File: config.mk
export PLATFORM = sky130hd
export DESIGN_NAME = lockout_timer
export DESIGN_NICKNAME = d
export VERILOG_FILES = /design/src/rtl/passcode_checker_lockout_timer.sv
export SDC_FILE = /design/constraint.sdc
export NUM_CORES = 1
export LEC_CHECK = 0
export CAP_MARGIN = 10
export CORE_ASPECT_RATIO = 0.8
export CORE_MARGIN = 8
export CORE_UTILIZATION = 30
export DETAILED_ROUTE_END_ITERATION = 8
export PLACE_DENSITY = 0.45
export REMOVE_ABC_BUFFERS = 1
export SLEW_MARGIN = 10
export SYNTH_ARGS = -nofsm -noshare
export SYNTH_HDL_FRONTEND = slang
export SYNTH_SLANG_ARGS = --single-unit
File: constraint.sdc
create_clock -name clk -period 2.6 [get_ports clk]
set_input_delay 0.26 -clock clk [delete_from_list [all_inputs] [get_ports clk]]
set_output_delay 0.26 -clock clk [all_outputs]
set_load 0.02 [all_outputs]
File: src/rtl/passcode_checker_lockout_timer.sv
// Alarm lockout down-counter: load starts it at LOCK_CYCLES-1, done is high in
// the cycle the count sits at zero, after which it goes idle.
module lockout_timer #(
  parameter int LOCK_CYCLES = 100_000_000
) (
  input  logic clk,
  input  logic rst,
  input  logic load,
  output logic done
);
  localparam int CW = (LOCK_CYCLES > 2) ? $clog2(LOCK_CYCLES) : 1;
  localparam logic [CW-1:0] LOAD_VAL = CW'(LOCK_CYCLES - 1);

  logic [CW-1:0] cnt;
  logic          run;

  always_ff @(posedge clk) begin
    if (rst) begin
      cnt <= '0;
      run <= 1'b0;
    end else if (load) begin
      cnt <= LOAD_VAL;
      run <= 1'b1;
    end else if (run) begin
      if (cnt == '0) run <= 1'b0;
      else           cnt <= cnt - 1'b1;
    end
  end

  assign done = run && (cnt == '0);
endmodule

==> out/results.ini, run 1 <==
[clock_network]
cts-root-buf = clkbuf_8
cts_max_level = 1
cts_sinks = 28
cts_tree = done
path_clk_slew_ns = 0.09
hold_buffers = 0
clockBufferDepth = 2
clock_latency_ns = 0.28
cts_inserted_buffers = 3

[worst_hold_path]
hold_end = cnt[26]
hold_class = reg -> reg
min_from = cnt[26]
min_path_cells = 2

[placed_design]
gp_congestion = 0.7865
placedCellCount = 221
dp_hpwl_mm = 2.220
port_buffers = 3

[drt]
drtAntennaViolNets = 0
routed_wl_mm = 3.212
via_per_inst = 5.460
firstDrtPassIters = 4
drc = 0
num_vias = 1234
drtIter0Drc = 99
wl_per_cell_um = 14.21

[synth]
yosysMostFrequentCell = dfxtp_1
syn_avg_cell_area_um2 = 9.181
ys_top_cells_by_count = dfxtp_1 (28), a21oi_1 (14), or3_1 (11)
synthTopCellsByArea = dfxtp_1 (40%), a21oi_1 (5.0%), or3_1 (4.9%)
async_reset_ff_share_pct = 0
synth_seq_area_share_pct = 39.65
synth_top_area_cell = dfxtp_1
synth_edf_count = 0
synth-main-ff-cell = dfxtp_1
syn-instance-count = 154
yosysWarnings = 0
synth_top_area_share_pct = 39.65
synth-seq-cells = 28
synth_area_mm2 = 0.001414
synthDistinctLibCells = 42

[power_and_ir_drop]
clockPowerShare_pct = 27.6
seqPwrFrac_pct = 55.8
p_sw_uw = 234.7
power.internal_uw = 623.1
p_leak_uw = 0.0005334
p_comb_share_pct = 16.6
switching_share_pct = 27.36
p_per_area_mw_per_mm2 = 523.4
ir_drop_v = 0.0002118

[setup_path]
max_stage_delay_ns = 0.57
crit_path_cell_trace = or4_4 -> nor4b_4 -> buf_4 -> nand4_1 -> or4_1 -> a31oi_1
critical_path_class = reg -> reg
crit_path_start_kind = flip-flop
r2r-start = cnt[4]
setup.worst_path.end_class = flip-flop
ff2ff_setup_slack_ns = 0.25
crit_buf_inv = 1
cp_max_fo = 7
cp_slowest_cell = or4_4
reg2regPathDepth = 6
cp_top_family = simple AND/OR/NAND/NOR gates
r2r_end = cnt[23]
arrival_ns = 2.55
worstPathRequired_ns = 2.81

[sta]
min_period_ns = 2.346
skew_ns = 0.004505
finalSetupViolations = 0
rsz0062_at_grt = no
max_freq_mhz = 426.2
relSlewSlack_pct = 77.05
hold_viol = 0
final.period_utilization_pct = 90.24
slew_violations = 0
tns_ns = 0
worst_slew_pin_slew_ns = 0.3421

[global_route]
overflow = 0
grt_use_total_pct = 9.456
grt_pass1_vias = 1106
antenna_found_initial = 0
grt_start_max_net_pins = 22
grt_pass1_wl_mm = 5.589

[finish]
layout.nets = 172
post-route-util_pct = 35.87
antennaDiodeCount = 0
syn_to_final_growth_pct = 15.93
layout-drive-gt1-share_pct = 15.66
layout.cells.non_filler = 226

[die]
rows = 22
die_x_um = 92.76
initial_core_util_pct = 30.94
ios = 4
die_area_mm2 = 0.007179
core_mm2 = 0.004569
dieHeight_um = 77.40

[run]
drv_cap = 0

[outcome]
status = completed

cells by family after synthesis:
kind of cell	after synthesis	share of synthesized area [%]
buf+inv	11	3.981
simple gates	56	26.02
compound gates	50	24.51
flops	28	39.65
xor+xnor	8	4.956
fa+ha+maj	1	0.8848
per-layer routing:
metal	up-vias	GRT usage, %	routed length (um)	share of wire (%)
met5	-	0	0	0
met4	0	1.445	14	0.44
met3	2	2.308	122	3.8
met2	20	13.77	1423	44
met1	585	13.83	1651	51
li1	627	-	-	-
power by group through the flow:
stage	registers, uW	logic, uW	clock network (uW)
after global routing	484	160	261
after floorplan	482	89.3	0
after global placement	487	133	0
after CTS	478	135	242
final	479	142	237
after detailed placement	488	133	0
state kept, by name, summed over array words and instances (netlist names):
name,cells
run,1
cnt,27
repair_timing:
item	in CTS	in global routing
setup buffers	1	1
resized for setup	1	3
pin swaps	1	1
endpoints found under the setup margin	1	9
cells in the final DEF, fill, tap and decap left out, types with 2 or more instances in the layout:
| cell type | count |
|---|---|
| dfxtp_1 | 28 |
| a21oi_1 | 14 |
| or3_1 | 11 |
| buf_4 | 11 |
| a31oi_1 | 9 |
| o21ai_0 | 7 |
| o31ai_1 | 7 |
| nor2_1 | 6 |
| or4_1 | 6 |
| xor2_1 | 6 |
| nor3_1 | 5 |
| inv_1 | 4 |
| nor4_1 | 4 |
| nand4_1 | 4 |
| nand3_1 | 3 |
| nor4b_1 | 3 |
| clkbuf_8 | 3 |
| o21ai_4 | 2 |
| xnor2_1 | 2 |
| or2_2 | 2 |
| o211ai_1 | 2 |
| o21a_1 | 2 |
| nand2_1 | 2 |
| clkdlybuf4s50_1 | 2 |
area by class of cell:
type	instances	area (um2)
Clock buffer	3	41.29
Fill cell	474	2930
Inverter	5	18.77
Multi-Input combinational cell	115	812.0
Sequential cell	28	560.5
Tap cell	60	75.07
Timing Repair Buffer	15	131.4
worst reg2reg max path: cells and delay by family, from the launching register on:
kind	cells	cell delay [ns]
AO/OA/AOI/OAI	1	0.16
buffers and inverters	1	0.18
flip-flops	1	0.36
AND/OR/NAND/NOR	4	1.57
worst max path at each step:
stage,from,to,slack (ns),cells after the start
finish,cnt[4],cnt[23],0.25,6
global route,cnt[4],cnt[23],0.09,6
CTS,cnt[4],cnt[14],0.07,5
detailed placement,cnt[4],done,0.08,5
global placement,cnt[4],cnt[14],0.12,5
floorplan,cnt[3],cnt[3],0.20,5
stage by stage:
stage	worst slack, ns	total power, uW	hold slack (ns)	area [um2]
CTS	0.07442	854.9	0.4889	1604
detailed placement	0.07848	621.0	0.4788	1556
global placement	0.1167	619.5	0.4693	1556
global route	0.08581	905.2	0.5402	1639
finish	0.2537	857.8	0.4894	1639
floorplan	0.1976	571.7	0.3291	1376
Note: power is estimated with default switching activity, not from simulation.
==> inputs of run 2 (changes only) <==
--- a/config.mk
+++ b/config.mk
@@ -5,9 +5,9 @@
 export SDC_FILE = /design/constraint.sdc
 export NUM_CORES = 1
 export LEC_CHECK = 0
+export ABC_CLOCK_PERIOD_IN_PS = 2600
 export CAP_MARGIN = 10
 export CORE_ASPECT_RATIO = 0.8
-export CORE_MARGIN = 8
 export CORE_UTILIZATION = 30
 export DETAILED_ROUTE_END_ITERATION = 8
 export PLACE_DENSITY = 0.45
==> run 2 against run 1 <==
Net effect: clock power shrank 2%; die area shrank 30%; combinational power about the same; fmax is 3.1% lower; sequential share of layout area is 0.16 points higher; critical path depth did not move; final cell count down 0.88%; final area fell by 0.46%.
==> out/results.ini, run 2 (synthesized netlist as in run 1, its figures left out) <==
[die]
dieHeight_um = 63.40  ; -18%
die_x_um = 78.76  ; -15%
initial_core_util_pct = 32.42  ; +1.5 points
rows = 21  ; -4.5%
ios = 4  ; unchanged
die_area_mm2 = 0.004993  ; -30%
core_mm2 = 0.004362  ; -4.5%

[finish]
layout.nets = 173  ; +0.58%
largest-register = cnt
largestRegisters = cnt (27), run (1)
layout-drive-gt1-share_pct = 15.57  ; -0.094 points
antennaDiodeCount = 0  ; unchanged
multi_input_area_um2 = 800.8  ; -1.4%
final_cell_mix = dfxtp_1 (28), a21oi_1 (14), buf_4 (12)
ff_latch_area_um2 = 560.5  ; unchanged
largest_reg_flops = 27  ; unchanged
syn_to_final_growth_pct = 15.40
fill_cells = 460  ; -3.0%
final_common_cell = dfxtp_1

[setup_path]
arrival_ns = 2.63  ; +0.08 ns
cp_max_fo = 7  ; unchanged
worstPathRequired_ns = 2.81  ; about the same
crit_path_start_kind = flip-flop
path_common_cell = or4_1
crit_start = cnt[3]
r2r-start = cnt[3]
crit_path_cell_trace = or4_1 -> nor4b_4 -> buf_4 -> nand4_1 -> or4_1 -> a31oi_1
cp_slowest_cell = or4_1
setup.worst_path.end_class = flip-flop
cp_top_family = simple AND/OR/NAND/NOR gates
crit_buf_inv = 1  ; unchanged
max_stage_delay_ns = 0.65  ; +0.08 ns
critical_path_class = reg -> reg

[sta]
skew_ns = 0.003061  ; -0.001444 ns
slew_violations = 0  ; unchanged
final.period_utilization_pct = 93.13  ; +2.9 points
min_period_ns = 2.421  ; +0.07503 ns
tns_ns = 0  ; unchanged
worst_slew_pin_slew_ns = 0.3971  ; +0.05497 ns
rsz0062_at_grt = no
finalSetupViolations = 0  ; unchanged
max_freq_mhz = 413.0  ; -3.1%
hold_viol = 0  ; unchanged
setup_slack_ns = 0.1787  ; -0.07503 ns
relSlewSlack_pct = 73.52  ; -3.5 points

[global_route]
grt_use_total_pct = 13.46  ; +4.0 points
grt_pass1_wl_mm = 5.181  ; -7.3%
grt_start_max_net_pins = 22  ; unchanged
grt_pass1_vias = 1035  ; -6.4%
overflow = 0  ; unchanged
antenna_found_initial = 0  ; unchanged

[worst_hold_path]
hold_class = reg -> reg
min_from = cnt[26]

[clock_network]
cts_sinks = 28  ; unchanged
cts_max_level = 1  ; unchanged
clock_latency_ns = 0.27  ; about the same
cts-root-buf = clkbuf_8
cts_tree = done
path_clk_slew_ns = 0.09  ; about the same
cts_inserted_buffers = 3  ; unchanged
clockBufferDepth = 2  ; unchanged

[power_and_ir_drop]
ir_drop_v = 0.0002543  ; +20%
p_leak_uw = 0.0005360  ; +0.49%
p_per_area_mw_per_mm2 = 523.4  ; about the same

[placed_design]
port_buffers = 3  ; unchanged
dpl_worst_slack_ns = 0.09773  ; +0.01925 ns
dp_hpwl_mm = 2.256  ; +1.6%
gp_congestion = 0.7884  ; +0.24%

[drt]
firstDrtPassIters = 4  ; unchanged
num_vias = 1225  ; -0.73%
routed_wl_mm = 3.233  ; +0.65%
drc = 0  ; unchanged
drtIter0Drc = 65  ; -34%
drtAntennaViolNets = 0  ; unchanged
wl_per_cell_um = 14.43  ; +1.6%
via_per_inst = 5.469  ; +0.16%

[run]
drv_cap = 0  ; unchanged

[outcome]
status = completed

## run 2: changes by cell type in the layout (fill, tap and decap cells not counted), sizes merged
cell,before,now
buf,12,13
## run 2: repair_timing
item,CTS,global route
pin swaps,1,1
endpoints found under the setup margin,1,6
hold buffers,0,0
resized for setup,1,1
setup buffers,1,1
## run 2: report_power, final
group	internal (uW)	total [uW]	switching (uW)
combinational	65.5	144	78.4
sequential	453	477	23.3
clock	104	233	129
## run 2: area by class of cell
| cell class | count | share of cell area (%) |
|---|---|---|
| well taps | 57 | 4.371 |
| flip-flops and latches | 28 | 34.36 |
| repair buffers | 16 | 8.512 |
| clock buffers | 3 | 2.531 |
| inverters | 5 | 1.150 |
| multi-input cells | 115 | 49.08 |
## run 2: worst register-to-register path, delay by kind of cell, from the launching register on
family                 cells  cell delay (ns)
AO/OA/AOI/OAI              1             0.16
buffers and inverters      1             0.18
flip-flops                 1             0.32
AND/OR/NAND/NOR            4             1.70
## run 2: worst paths after layout
| path | to | slack, ns | cells after the start |
|---|---|---|---|
| setup / recovery | cnt[23] | 0.18 | 6 |
| hold / removal | cnt[26] | 0.50 | 2 |
| setup reg to reg | cnt[23] | 0.18 | 6 |
| hold reg to reg | cnt[26] | 0.50 | 2 |
## run 2: layer usage
layer  track usage, %  share of wire (%)
met5                0                  0
met4            2.083               0.59
met3            3.913                4.8
met2            19.89                 44
met1            19.45                 51
## run 2: through the flow
stage / hold WS, ns / cells / total power (uW) / util [%] / area (um2)
final: 0.4996 / 224 / 854.0 / 37.41 / 1632
after global routing: 0.5183 / 224 / 900.3 / 37.41 / 1632
after CTS: 0.5016 / 223 / 859.2 / 36.86 / 1608
after detailed placement: 0.4856 / 219 / 623.6 / 35.77 / 1560
after global placement: 0.4772 / 219 / 621.3 / 35.77 / 1560
after floorplan: 0.3291 / 148 / 571.7 / - / 1376
==> inputs of run 3 (changes only) <==
==> constraint.sdc (replaced) <==
create_clock -name clk -period 2.6 [get_ports clk]
set_input_delay 0.26 -clock clk [delete_from_list [all_inputs] [get_ports clk]]
set_output_delay 0.26 -clock clk [all_outputs]
set_load 0.1 [all_outputs]
==> run 3 against run 2 <==
Net effect: clock power rose by 51%; power grew 13%; clock skew up 0.0015 ns.
==> out/results.ini, run 3 (synthesized netlist as in run 1, its figures left out) <==
[global_route]
grt_pass1_wl_mm = 5.464  ; +5.5%
overflow = 0  ; unchanged
grt_start_max_net_pins = 22  ; unchanged
grt_pass1_vias = 1099  ; +6.2%
grt_use_total_pct = 14.07  ; +0.61 points
antenna_found_initial = 0  ; unchanged

[clock_network]
clock_latency_ns = 0.28  ; about the same
path_clk_slew_ns = 0.10  ; about the same
hold_buffers = 0  ; unchanged
cts_inserted_buffers = 3  ; unchanged
cts_max_level = 1  ; unchanged
cts-root-buf = clkbuf_8
clockBufferDepth = 2  ; unchanged
cts_tree = done
cts_sinks = 28  ; unchanged

[die]
initial_core_util_pct = 32.42  ; unchanged
rows = 21  ; unchanged
die_area_mm2 = 0.004993  ; unchanged
die_x_um = 78.76  ; unchanged
core_mm2 = 0.004362  ; unchanged
dieHeight_um = 63.40  ; unchanged
ios = 4  ; unchanged

[placed_design]
placedCellCount = 213  ; -2.7%
dpl_worst_slack_ns = 0.08186  ; -0.01587 ns
dp_hpwl_mm = 2.287  ; +1.4%
port_buffers = 3  ; unchanged
gp_congestion = 0.7615  ; -3.4%

[drt]
routed_wl_mm = 3.255  ; +0.68%
drtAntennaViolNets = 0  ; unchanged
firstDrtPassIters = 4  ; unchanged
drc = 0  ; unchanged
via_per_inst = 5.568  ; +1.8%
drtIter0Drc = 79  ; +22%
num_vias = 1236  ; +0.90%
wl_per_cell_um = 14.66  ; +1.6%

[setup_path]
crit_start = cnt[3]
cp_slowest_cell = or4_4
crit_buf_inv = 2  ; +1
worstPathRequired_ns = 2.34  ; -0.47 ns
crit_path_start_kind = flip-flop
r2r-start = cnt[3]
endpoint = done
ff2ff_setup_slack_ns = 0.16  ; -0.02 ns
reg2regPathDepth = 6  ; unchanged
crit_path_cell_trace = or4_4 -> buf_4 -> nor4b_4 -> nand3_2 -> nor2_4 -> buf_12
r2r_end = cnt[8]
cp.depth = 6  ; unchanged
cp_top_family = simple AND/OR/NAND/NOR gates
max_stage_delay_ns = 0.55  ; -0.10 ns
arrival_ns = 2.22  ; -0.41 ns
setup.worst_path.end_class = output pin
cp_max_fo = 6  ; -1
critical_path_class = reg -> out

[outcome]
status = completed

[finish]
layout-drive-gt1-share_pct = 16.97  ; +1.4 points
ff_latch_area_um2 = 561.8  ; +0.22%
post-route-util_pct = 37.87  ; +0.46 points
antennaDiodeCount = 0  ; unchanged
final_common_cell = dfxtp_1
layout.nets = 170  ; -1.7%
final_cell_mix = dfxtp_1 (27), a21oi_1 (14), or3_1 (11)
fill_cells = 451  ; -2.0%
layout.cells.non_filler = 222  ; -0.89%
multi_input_area_um2 = 813.3  ; +1.6%
syn_to_final_growth_pct = 16.81
largest-register = cnt
largest_reg_flops = 27  ; unchanged
largestRegisters = cnt (27), run (1)

[power_and_ir_drop]
clockPowerShare_pct = 36.4  ; +9.1 points
p_comb_share_pct = 13.8  ; -3.0 points
p_per_area_mw_per_mm2 = 584.1  ; +12%
switching_share_pct = 25.48  ; -1.6 points
seqPwrFrac_pct = 49.8  ; -6.0 points
power.internal_uw = 718.9  ; +15%
p_leak_uw = 0.0005270  ; -1.7%
ir_drop_v = 0.0002285  ; -10%
p_sw_uw = 245.8  ; +6.4%

[worst_hold_path]
hold_class = reg -> reg
min_path_cells = 2  ; unchanged

[sta]
rsz0062_at_grt = yes
hold_viol = 0  ; unchanged
holdWs_ns = 0.4906  ; -0.009028 ns
worst_slew_pin_slew_ns = 0.5450  ; +0.1480 ns
tns_ns = 0  ; unchanged
final.period_utilization_pct = 95.54  ; +2.4 points
max_freq_mhz = 402.6  ; -2.5%
min_period_ns = 2.484  ; +0.06263 ns
finalSetupViolations = 0  ; unchanged
skew_ns = 0.004512  ; +0.001451 ns
slew_violations = 0  ; unchanged
setup_slack_ns = 0.1160  ; -0.06263 ns
relSlewSlack_pct = 63.33  ; -10 points

[run]
drv_cap = 0  ; unchanged

==> run 3: tightest hold or removal path, stage by stage, from the launching register on <==
cell     delay, ns
dfxtp_1       0.34
o41ai_1       0.06
a21oi_1       0.06
==> run 3: worst min path at each step <==
stage / startpoint / endpoint / slack [ns]
after CTS: cnt[26] / cnt[26] / 0.50
after floorplan: rst / cnt[0] / 0.33
after detailed placement: cnt[26] / cnt[26] / 0.48
after global routing: cnt[26] / cnt[26] / 0.53
after global placement: cnt[26] / cnt[26] / 0.48
final: cnt[26] / cnt[26] / 0.49
==> run 3: per-stage QoR <==
stage,total power (uW),instance area (um2)
2_1_floorplan,571.7,1376
3_3_place_gp,614.3,1525
3_5_place_dp,615.6,1525
4_1_cts,976.4,1604
5_1_grt,1024,1652
6_report,964.7,1652
==> run 3: layout make-up <==
class | instances | share of cell area, %
multi-input cells | 115 | 49.24
flip-flops and latches | 28 | 34.02
repair buffers | 13 | 6.970
well taps | 57 | 4.318
clock buffers | 3 | 2.500
clock inverters | 1 | 1.818
inverters | 5 | 1.136
==> run 3: layer usage <==
layer | track usage [%] | wire length, um
met1 | 19.88 | 1750
met2 | 20.54 | 1344
met3 | 4.058 | 142
met4 | 3.935 | 18
met5 | 0 | 0
==> run 3: timing repair <==
| action | in CTS | in global routing |
|---|---|---|
| hold endpoints to repair | 0 | 0 |
| buffers inserted | 0 | 5 |
| pin swaps | 1 | 1 |
| gates resized for setup | 2 | 3 |
| setup endpoints to repair | 1 | 3 |
==> run 3: power by group through the flow <==
stage	Sequential, uW	Combinational [uW]	Clock, uW
finish	480	133	351
global route	485	147	392
CTS	479	128	369
detailed placement	489	127	0
global placement	489	125	0
floorplan	482	89.3	0
